[src/rtl/memcontrol_pkg.sv]
// Shared types and default widths for the memory controller arbiter.
package memcontrol_pkg;

  localparam int DEF_ADDR_W  = 32;
  localparam int DEF_DATA_W  = 32;
  localparam int DEF_TIMEOUT = 255;

  typedef enum logic [2:0] {
    IDLE      = 3'd0,
    READ_REQ  = 3'd1,
    WRITE_REQ = 3'd2,
    FETCH_REQ = 3'd3,
    WAIT      = 3'd4,
    DONE      = 3'd5
  } state_t;

  typedef enum logic {
    SRC_DATA  = 1'b0,
    SRC_INSTR = 1'b1
  } src_t;

  function automatic logic is_req(input state_t s);
    return (s == READ_REQ) || (s == WRITE_REQ) || (s == FETCH_REQ);
  endfunction

endpackage

[src/rtl/mem_wait_timer.sv]
// Saturating WAIT-cycle counter; flags the first WAIT cycle and the timeout limit.
module mem_wait_timer #(
  parameter int TIMEOUT = 255
) (
  input  logic clk,
  input  logic rst,
  input  logic clr,
  input  logic en,
  output logic first,
  output logic expired
);

  localparam int CNT_W = $clog2(TIMEOUT + 1);
  localparam logic [CNT_W-1:0] CNT_MAX = CNT_W'(TIMEOUT);

  logic [CNT_W-1:0] cnt_q, cnt_d;

  always_comb begin
    cnt_d = cnt_q;
    if (clr) begin
      cnt_d = '0;
    end else if (en && (cnt_q != CNT_MAX)) begin
      cnt_d = cnt_q + CNT_W'(1);
    end
  end

  // NOTE: state registers use non-blocking assignments so every flop samples pre-edge values.
  always_ff @(posedge clk or posedge rst) begin
    if (rst) cnt_q <= '0;
    else     cnt_q <= cnt_d;
  end

  assign first   = (cnt_q == '0);
  assign expired = (cnt_q == CNT_MAX);

endmodule

[src/rtl/memcontrol_arb.sv]
// Arbitrates the data and instruction-fetch ports onto one bus master with
// a request/wait/done handshake and a WAIT timeout abort.
module memcontrol_arb
  import memcontrol_pkg::*;
#(
  parameter int ADDR_W  = DEF_ADDR_W,
  parameter int DATA_W  = DEF_DATA_W,
  parameter int TIMEOUT = DEF_TIMEOUT
) (
  input  logic                clk,
  input  logic                rst,
  input  logic [ADDR_W-1:0]   address_in,
  input  logic [ADDR_W-1:0]   pc_in,
  input  logic [DATA_W-1:0]   data_in_CPU,
  input  logic [DATA_W/8-1:0] byte_en,
  input  logic                memRead,
  input  logic                memWrite,
  input  logic                instr_en,
  input  logic [DATA_W-1:0]   data_in_BUS,
  input  logic                bus_full,
  output logic [ADDR_W-1:0]   address_out,
  output logic [DATA_W-1:0]   data_out_BUS,
  output logic [DATA_W/8-1:0] sel_out,
  output logic                bus_read,
  output logic                bus_write,
  output logic [DATA_W-1:0]   data_out_CPU,
  output logic [DATA_W-1:0]   data_out_INSTR,
  output logic                data_ack,
  output logic                instr_ack,
  output logic                bus_err,
  output state_t              state
);

  localparam int SEL_W = DATA_W / 8;

  state_t            state_q, state_d;
  src_t              src_q, src_d;
  logic              wr_q, wr_d;
  logic [ADDR_W-1:0] addr_q, addr_d;
  logic [DATA_W-1:0] wdata_q, wdata_d;
  logic [SEL_W-1:0]  sel_q, sel_d;
  logic [DATA_W-1:0] rd_cpu_q, rd_cpu_d;
  logic [DATA_W-1:0] rd_instr_q, rd_instr_d;
  logic              bus_read_q, bus_read_d;
  logic              bus_write_q, bus_write_d;
  logic              data_ack_q, data_ack_d;
  logic              instr_ack_q, instr_ack_d;
  logic              bus_err_q, bus_err_d;

  logic wait_first, wait_expired;

  mem_wait_timer #(.TIMEOUT(TIMEOUT)) u_timer (
    .clk     (clk),
    .rst     (rst),
    .clr     (is_req(state_q)),
    .en      (state_q == WAIT),
    .first   (wait_first),
    .expired (wait_expired)
  );

  // NOTE: every always_comb output gets a default first so no path infers a latch.
  always_comb begin
    state_d     = state_q;
    src_d       = src_q;
    wr_d        = wr_q;
    addr_d      = addr_q;
    wdata_d     = wdata_q;
    sel_d       = sel_q;
    rd_cpu_d    = rd_cpu_q;
    rd_instr_d  = rd_instr_q;
    bus_read_d  = 1'b0;
    bus_write_d = 1'b0;
    data_ack_d  = 1'b0;
    instr_ack_d = 1'b0;
    bus_err_d   = 1'b0;

    unique case (state_q)
      IDLE: begin
        // Fixed priority: a simultaneous read is dropped in favour of the write.
        if (memWrite) begin
          state_d     = WRITE_REQ;
          src_d       = SRC_DATA;
          wr_d        = 1'b1;
          addr_d      = address_in;
          wdata_d     = data_in_CPU;
          sel_d       = byte_en;
          bus_write_d = 1'b1;
        end else if (memRead) begin
          state_d    = READ_REQ;
          src_d      = SRC_DATA;
          wr_d       = 1'b0;
          addr_d     = address_in;
          wdata_d    = data_in_CPU;
          sel_d      = '1;
          bus_read_d = 1'b1;
        end else if (instr_en) begin
          state_d    = FETCH_REQ;
          src_d      = SRC_INSTR;
          wr_d       = 1'b0;
          addr_d     = pc_in;
          wdata_d    = data_in_CPU;
          sel_d      = '1;
          bus_read_d = 1'b1;
        end
      end
      READ_REQ, WRITE_REQ, FETCH_REQ: state_d = WAIT;
      WAIT: begin
        // The first WAIT cycle never completes; completion outranks timeout.
        if (!wait_first && !bus_full) begin
          state_d = DONE;
          if (src_q == SRC_DATA) begin
            data_ack_d = 1'b1;
            if (!wr_q) rd_cpu_d = data_in_BUS;
          end else begin
            instr_ack_d = 1'b1;
            rd_instr_d  = data_in_BUS;
          end
        end else if (wait_expired) begin
          state_d   = IDLE;
          bus_err_d = 1'b1;
        end
      end
      DONE:    state_d = IDLE;
      default: state_d = IDLE;
    endcase
  end

  always_ff @(posedge clk or posedge rst) begin
    if (rst) begin
      state_q     <= IDLE;
      src_q       <= SRC_DATA;
      wr_q        <= 1'b0;
      addr_q      <= '0;
      wdata_q     <= '0;
      sel_q       <= '0;
      rd_cpu_q    <= '0;
      rd_instr_q  <= '0;
      bus_read_q  <= 1'b0;
      bus_write_q <= 1'b0;
      data_ack_q  <= 1'b0;
      instr_ack_q <= 1'b0;
      bus_err_q   <= 1'b0;
    end else begin
      state_q     <= state_d;
      src_q       <= src_d;
      wr_q        <= wr_d;
      addr_q      <= addr_d;
      wdata_q     <= wdata_d;
      sel_q       <= sel_d;
      rd_cpu_q    <= rd_cpu_d;
      rd_instr_q  <= rd_instr_d;
      bus_read_q  <= bus_read_d;
      bus_write_q <= bus_write_d;
      data_ack_q  <= data_ack_d;
      instr_ack_q <= instr_ack_d;
      bus_err_q   <= bus_err_d;
    end
  end

  assign state          = state_q;
  assign address_out    = addr_q;
  assign data_out_BUS   = wdata_q;
  assign sel_out        = sel_q;
  assign bus_read       = bus_read_q;
  assign bus_write      = bus_write_q;
  assign data_out_CPU   = rd_cpu_q;
  assign data_out_INSTR = rd_instr_q;
  assign data_ack       = data_ack_q;
  assign instr_ack      = instr_ack_q;
  assign bus_err        = bus_err_q;

endmodule

[config.mk]
export PLATFORM = sky130hd
export DESIGN_NAME = memcontrol_arb
export DESIGN_NICKNAME = d
export VERILOG_FILES = /design/src/rtl/memcontrol_pkg.sv /design/src/rtl/mem_wait_timer.sv /design/src/rtl/memcontrol_arb.sv
export SDC_FILE = /design/constraint.sdc
export NUM_CORES = 1
export LEC_CHECK = 0
export BUFFER_PORTS_ARGS = -buffer_cell sky130_fd_sc_hd__buf_2
export CORE_MARGIN = 1
export CORE_UTILIZATION = 51
export DETAILED_ROUTE_END_ITERATION = 8
export GPL_ROUTABILITY_DRIVEN = 0
export PLACE_DENSITY_LB_ADDON = 0.1
export SYNTH_ARGS = -nofsm -noshare
export SYNTH_HDL_FRONTEND = slang
export SYNTH_SLANG_ARGS = --single-unit
[constraint.sdc]
create_clock -name clk -period 8.5 [get_ports clk]
set_clock_uncertainty 0.2 [all_clocks]
set_input_delay 0.425 -clock clk [delete_from_list [all_inputs] [get_ports clk]]
set_output_delay 0.425 -clock clk [all_outputs]
set_load 0.02 [all_outputs]
### Word level (Yosys, flattened, before mapping)

Cells that the tools add are included.

| word-level totals | value |
|---|---|
| bits in registers | 150 |
| output and inout port bits | 140 |
| input port bits | 138 |

| operators by class | value |
|---|---|
| reductions and logical operators | 15 |
| equal/unequal tests | 8 |
| muxes and demuxes | 38 |
| $add $sub $neg | 1 |
| bitwise operators | 2 |

Operators by type and width:

| kind | count |
|---|---|
| 32-bit 2-to-1 mux | 6 |
| 1-bit 2-to-1 mux | 21 |
| 8-bit 2-to-1 mux | 2 |
| 3-bit 2-to-1 mux | 5 |
| 4-bit 2-to-1 mux | 3 |
| 3-bit case mux with 3 select lines | 1 |
| 8-bit by 1-bit adder with 8-bit output (second input constant) | 1 |
| 8-bit equality test (second input constant) | 1 |
| 8-bit zero test | 1 |
| 8-bit != test (second input constant) | 1 |
| 3-bit by 2-bit equality test with 1-bit output (second input constant) | 2 |
| 4-bit != test (second input constant) | 1 |
| 2-bit AND reduction | 2 |
| 4-bit AND reduction | 1 |
| 3-bit by 1-bit equality test with 1-bit output (second input constant) | 1 |
| 3-bit equality test (second input constant) | 1 |
| 3-bit zero test | 1 |
| 3-bit != test (second input constant) | 1 |
| 3-bit AND reduction | 1 |
| 3-bit nonzero test | 1 |
| 3-bit OR reduction | 1 |
| 1-bit logical AND | 2 |
| 1-bit zero test | 2 |
| 1-bit logical OR | 2 |
| other kinds (2) | 3 |

### Longest topological paths before layout

Gate-level depths: netlist of run 1.

| depth | value |
|---|---|
| depth after elaboration | 5 |
| depth in mapped cells | 6 |
| gate-level depth less buffers | 5 |

### Cells and area by module

From an unflattened synthesis of run 1, not the netlist that was laid out.

| second synthesis, totals | value |
|---|---|
| cells, all modules | 408 |
| area, all modules | 6206.0 sq um |

Modules (own cells, without submodules):

| module | cells an instance | times used | area each (sq um) |
|---|---|---|---|
| memcontrol_arb | 354 | 1 | 5683.0 |
| mem_wait_timer | 54 | 1 | 523.0 |

### Least setup slack after synthesis of run 1

OpenSTA, ideal clock, no wires.

| path | value |
|---|---|
| kind | flip-flop to flip-flop |
| start | register state_q[1] (netlist: state[1]) |
| end | register rd_instr_q[0] (netlist: data_out_INSTR[0]) |
| buffers on the path | 2 |
| arrival | 2085 ps |
| period minus slack after synthesis | 2410 ps |
| cell stages (with the launch flop) | 6 |
| setup slack | 6090 ps |
| cell sequence | dfrtp_1 -> or3b_1 -> buf_6 -> a2111oi_4 -> buf_6 -> mux2_4 |

| between the ends | value |
|---|---|
| cells in the longest elaborated chain, start to end | 2 |

RTL lines:

| what | line | source |
|---|---|---|
| start: declaration | memcontrol_arb.sv:36 | `state_t state_q, state_d;` |
| start signal: assignment | memcontrol_arb.sv:144 | `state_q <= state_d;` |
| 3-bit equality test | memcontrol_arb.sv:77 | `unique case (state_q)` |
| 3-bit AND reduction (no line) | - |  |
| end signal: assignment | memcontrol_arb.sv:151 | `rd_instr_q <= rd_instr_d;` |
| end: declaration | memcontrol_arb.sv:43 | `logic [DATA_W-1:0] rd_instr_q, rd_instr_d;` |

Every way passes these cells.
A chain may end at the register's enable or synchronous reset.

### Final worst setup path of run 1

| path | value |
|---|---|
| start | register state_q[2] (netlist: state[2]) |
| end | register rd_instr_q[2] (netlist: data_out_INSTR[2]) |

The elaborated chain is that of the path after synthesis.

==> results of run 1 <==
==> per-stage QoR <==
step | hold slack, ns | power (mW) | cells
global placement | 0.252 | 2.75 | 841
floorplan | 0.224 | 2.29 | 411
CTS | 0.00349 | 3.58 | 874
detailed placement | 0.246 | 2.79 | 841
global route | 0.0171 | 3.75 | 875
finish | 0.0176 | 3.54 | 875
==> state kept, by name (all words and copies together), names as in the netlist <==
register	cells
data_out_BUS	32
bus_read	1
sel_out	4
src_q	1
data_out_CPU	32
data_ack	1
u_timer.cnt_q	8
data_out_INSTR	32
state	3
wr_q	1
bus_err	1
bus_write	1
address_out	32
instr_ack	1
==> power groups by stage <==
stage	Clock, mW	Combinational [mW]	Sequential (mW)
2_1_floorplan	0	0.657	1.64
3_3_place_gp	0	1.52	1.23
3_5_place_dp	0	1.56	1.24
4_1_cts	0.775	1.56	1.24
5_1_grt	0.811	1.65	1.29
6_report	0.757	1.54	1.24
==> metal layers <==
layer	global-route usage	part of all wire
met4	0.0860	0.020
met2	0.412	0.52
met5	0	0
met3	0.0882	0.075
met1	0.273	0.39
==> layout make-up <==
type	count	area (um^2)	share of cell area
timing repair buffer	284	1440	0.170
antenna	1	2.50	0.000295
sequential	150	3750	0.442
inverter	9	38.8	0.00457
clock inverter	14	175	0.0206
multi-input combinational	232	2450	0.288
clock buffer	17	425	0.0501
tap	168	210	0.0247
==> worst max-delay path, cell delays in order (launching register included) <==
cell and delay (ns):
dfrtp_1 0.49, or3b_1 0.55, a2111oi_4 0.37, buf_4 0.55
mux2_2 0.40
==> path summary, 6_finish.rpt <==
check | to | depth (start not counted) | start
max | data_out_INSTR[2]$_DFFE_PP0P_ | 4 | state[2]$_DFFE_PP0P_
min | sel_out[0]$_DFFE_PP0P_ | 2 | byte_en[0]
max reg2reg | data_out_INSTR[2]$_DFFE_PP0P_ | 4 | state[2]$_DFFE_PP0P_
min reg2reg | data_ack$_DFF_PP0_ | 1 | src_q$_DFFE_PP0P_
max in group asynchronous | data_out_CPU[9]$_DFFE_PP0P_ | 4 | rst
min in group asynchronous | data_out_BUS[21]$_DFFE_PP0P_ | 3 | rst
==> layout by cell type, fill, tap and decap left out, drive strengths merged, types with 3 or more instances in the layout <==
cell / instances
buf: 282
mux2: 161
dfrtp: 150
clkbuf: 17
inv: 13
nor3: 7
nand2: 5
o21ai: 4
o22a: 4
clkinv: 4
nor3b: 3
a21oi: 3
and3: 3
a31oi: 3
clkinvlp: 3
bufinv: 3
nor2: 3
a211oi: 3
==> logic make-up (layout without fill, tap and decap cells) <==
family	count (synthesis)	count (layout)	share of synthesized area
compound gates	31	31	0.0393
fa+ha+maj	2	2	0.00395
buf+inv	29	324	0.0237
flops	150	150	0.592
mux	162	162	0.305
other cells	0	1	0
simple gates	37	37	0.0361
==> metrics.txt, run 1 <==
outcome=finished clean; Final min period=approximately 2.7 ns; Final period util=0.317; nets=834; max-slew violations=0; worst endpoint required time=8.60 ns; Area Overhead vs Synth=34.0%; die height=113 um; Internal Pwr Total=2.20 mW; IO buf count=277; core area=0.0121 mm^2; Mapped Cells=411; PwrDens=416 mW/mm^2; unrepaired setup endpoints after global routing=no; Worst-Margin Slew=1.07 ns; CP endpoint kind=register; Max VDD drop=0.000239 V; CP arrival=2.79 ns; Clock Latency Late Sink=between 0.4 and 0.5 ns; setup bufs post-CTS=0; CTS clk-pin slew, worst paths=about 0.060 ns; Syn Nets=551; final core occ=0.704; Reg2Reg Setup Slack=5.81 ns; P_sw=1.33 mW; post-cts gate resize count=0; worst slack, placed=5.83 ns; Post-DP Area=0.00787 mm^2; synthesized cell area=0.00634 mm^2; Leak=~4.1 nW; Crit Path Max Fanout=33; Sw Share=0.376; HPWL after detailed placement=10.4 mm; TritonCTS clock tree=done; Logic pwr share=0.436; DRT Pass-1 Iters=4; post-synth top area share=0.592; FFs w/ async S/R, synth=1.00; DR vias=between 4000 and 5000; global-route wire length before repair=23.6 mm; Commonest cells post-synth=150 x dfrtp_1, 131 x mux2_2, 29 x mux2_4; initial antenna violation count=1; final hold vios=0; CTS Sinks=150; Sum Neg Setup Slack=0 ns; top post-synthesis cells by area=dfrtp_1 59%, mux2_2 23%, mux2_4 6.9%, buf_2 0.71%, buf_6 0.71%; average vias per placed instance=5.09; synth unique cells=47; Chip Width=around 110 um; Setup violations, final=0; Placement Rows=40; Synth Area per Inst=15.4 um^2; Initial Util=0.526; leading area contributor after synthesis=dfrtp_1; Finished Cell Area=0.00850 mm^2; number of synthesized flops with an enable pin=0; Total Die Area=roughly 0.013 mm^2; number of global-route vias before repair=4758; Post-Route WL=about 15 mm; max-cap check violation count=0; Peak Freq=372 MHz; Root Buffer=clkbuf_16; DR WL/cell=16.6 um; layout cells sized above 1=0.683; Hold Path Class=in -> reg; grt ovf=0; IO Count=278; largest net degree at the start of global routing=around 90; Reg power frac=0.350; Top FF cell, synth=dfrtp_1; DRC Markers=0; Synth Register Bits=150; CP startpoint kind=register; DR iter-0 viols=179; sequential share of the synthesized area=0.592; Post-CTS Hold Fix Bufs=2; H-Tree Depth=4; critical path class=reg -> reg; max_slew headroom=0.285; clock power share=0.214; post-route setup slack=5.81 ns; clock buffer depth=2; global-route usage over all layers=0.239; most numerous cell in the Yosys netlist=dfrtp_1; total CTS buffers=17; DRT antenna net count=0; Filler Cells Inserted=909; Syn. warnings=0
Power figures use the tool's default switching activity.
==> run 2: changes to the inputs <==
- CORE_UTILIZATION: 51 -> 43
- clock period: 8.5 -> 2.4 ns (I/O delays scaled with it)
==> metrics.txt, run 2 (synthesis gave the netlist of run 1 again) <==
outcome=finished clean; grt ovf=0; unrepaired setup endpoints after global routing=no; met3 wire len=~1.1 mm; Final min period=2.35 ns; Crit Path Max Fanout=32; average vias per placed instance=4.90; die height=123 um; Total Power=12.9 mW; max-cap check violation count=0; TritonCTS clock tree=done; DR iter-0 viols=between 200 and 250; most frequent cells in the layout=277 x buf_2, 150 x dfrtp_1, 137 x dlygate4sd3_1; CP cell instances=dlygate4sd3_1, buf_2, nor2_2, buf_6, mux2_2, dlygate4sd3_1, mux2_2; metal2 WL=about 8.7 mm; Finished Cell Area=0.0100 mm^2; Final period util=0.979; Initial Util=0.438; DR WL/cell=16.4 um; Post-Route WL=around 17 mm; antenna cells=0; global-route usage over all layers=0.226; IO buf count=277; total CTS buffers=17; Chip Width=123 um; Total Die Area=0.0152 mm^2; number of global-route vias before repair=5274; Filler Cells Inserted=1022; Worst-Margin Slew=0.659 ns; CP delay by family, top=buffers and inverters; Placement Rows=44; WP depth=7; core area=~0.014 mm^2; worst endpoint required time=2.49 ns; CP endpoint kind=register; CP startpoint kind=primary input; initial antenna violation count=0; crit path buf inv count=4; CP max stage delay=0.58 ns; Root Buffer=clkbuf_16; Peak Freq=425 MHz; layout cells sized above 1=0.577; Post-DP Area=0.00801 mm^2; Metal-1 WL=6.88 mm; Leak=4.77 nW; Sum Neg Setup Slack=0 ns; clock buffer depth=2; CP arrival=2.44 ns; critical path class=in -> reg; final hold vios=0; Reg2Reg Depth=8; largest net degree at the start of global routing=99; PwrDens=approximately 1300 mW/mm^2; highest metal used=met4; Hold Path Class=in -> async; global-route wire length before repair=26.1 mm; IO Count=278; DRT Pass-1 Iters=4; H-Tree Depth=4; Crit-path slowest cell=dlygate4sd3_1; DRT antenna net count=0; Setup violations, final=0; max_slew headroom=0.561; nets=981; Area Overhead vs Synth=57.8%; commonest non-fill, non-tap cell in the layout=buf_2; Max VDD drop=0.000781 V; CTS Sinks=150; max-slew violations=0; HPWL after detailed placement=around 11 mm; CTS clk-pin slew, worst paths=about 0.060 ns; DRC Markers=0; DR vias=a little over 5000; Clock Latency Late Sink=0.41 ns
-- run 2: what timing repair did --
action                                  in CTS  in global routing
buffers inserted                             0                  2
gates resized for setup                      0                  2
hold buffers                               137                  0
hold endpoints to repair                   291                  0
endpoints found under the setup margin       0                 29
-- run 2: final cells by class --
class                      count  area (um^2)  share of cell area
sequential                   150         3750               0.375
timing repair buffer         431         2950               0.295
multi-input combinational    232         2450               0.245
clock buffer                  21          460              0.0460
tap                          184          230              0.0230
clock inverter                11          125              0.0125
inverter                       9         37.5             0.00375
-- run 2: path summary, 6_finish.rpt --
kind                                                  end  slack [ns]                    startpoint
max                           address_out[26]$_DFFE_PP0P_        0.05                      memWrite
min                          data_out_CPU[10]$_DFFE_PP0P_        0.23                           rst
max reg2reg                data_out_INSTR[27]$_DFFE_PP0P_        0.10  u_timer.cnt_q[1]$_DFFE_PP0P_
min in group clk                       data_ack$_DFF_PP0_        0.26             src_q$_DFFE_PP0P_
max in group asynchronous      address_out[6]$_DFFE_PP0P_        1.24                           rst
min reg2reg                            data_ack$_DFF_PP0_        0.26             src_q$_DFFE_PP0P_
-- run 2: power by group --
group	switching [mW]	leakage, nW	total [mW]	internal, mW
Clock	1.03	0.272	2.62	1.59
Sequential	0.605	1.81	4.34	3.74
Combinational	3.18	2.68	5.90	2.72
Total	4.82	4.77	12.9	8.04
-- run 2: worst reg2reg max path, delay by kind of cell (launching register included) --
kind | cells | cell delay [ns]
mux | 1 | 0.33
flops | 1 | 0.39
buf+inv | 4 | 0.65
fa+ha+maj | 1 | 0.17
simple gates | 1 | 0.13
compound gates | 1 | 0.30
-- run 2: through the flow --
step	util	setup WS (ns)	hold WS, ns	std cells
2_1_floorplan	-	0.114	0.00907	411
3_3_place_gp	0.553	0.142	0.121	866
3_5_place_dp	0.553	0.0556	0.133	866
4_1_cts	0.688	0.00806	0.236	1035
5_1_grt	0.691	0.0137	0.268	1038
6_report	0.691	0.0497	0.231	1038
-- run 2: routing by layer --
metal | vias up | global-route usage
met4 | 0 | 0.0919
met1 | 2506 | 0.265
li1 | 2362 | -
met5 | - | 0
met2 | 192 | 0.386
met3 | 24 | 0.0683
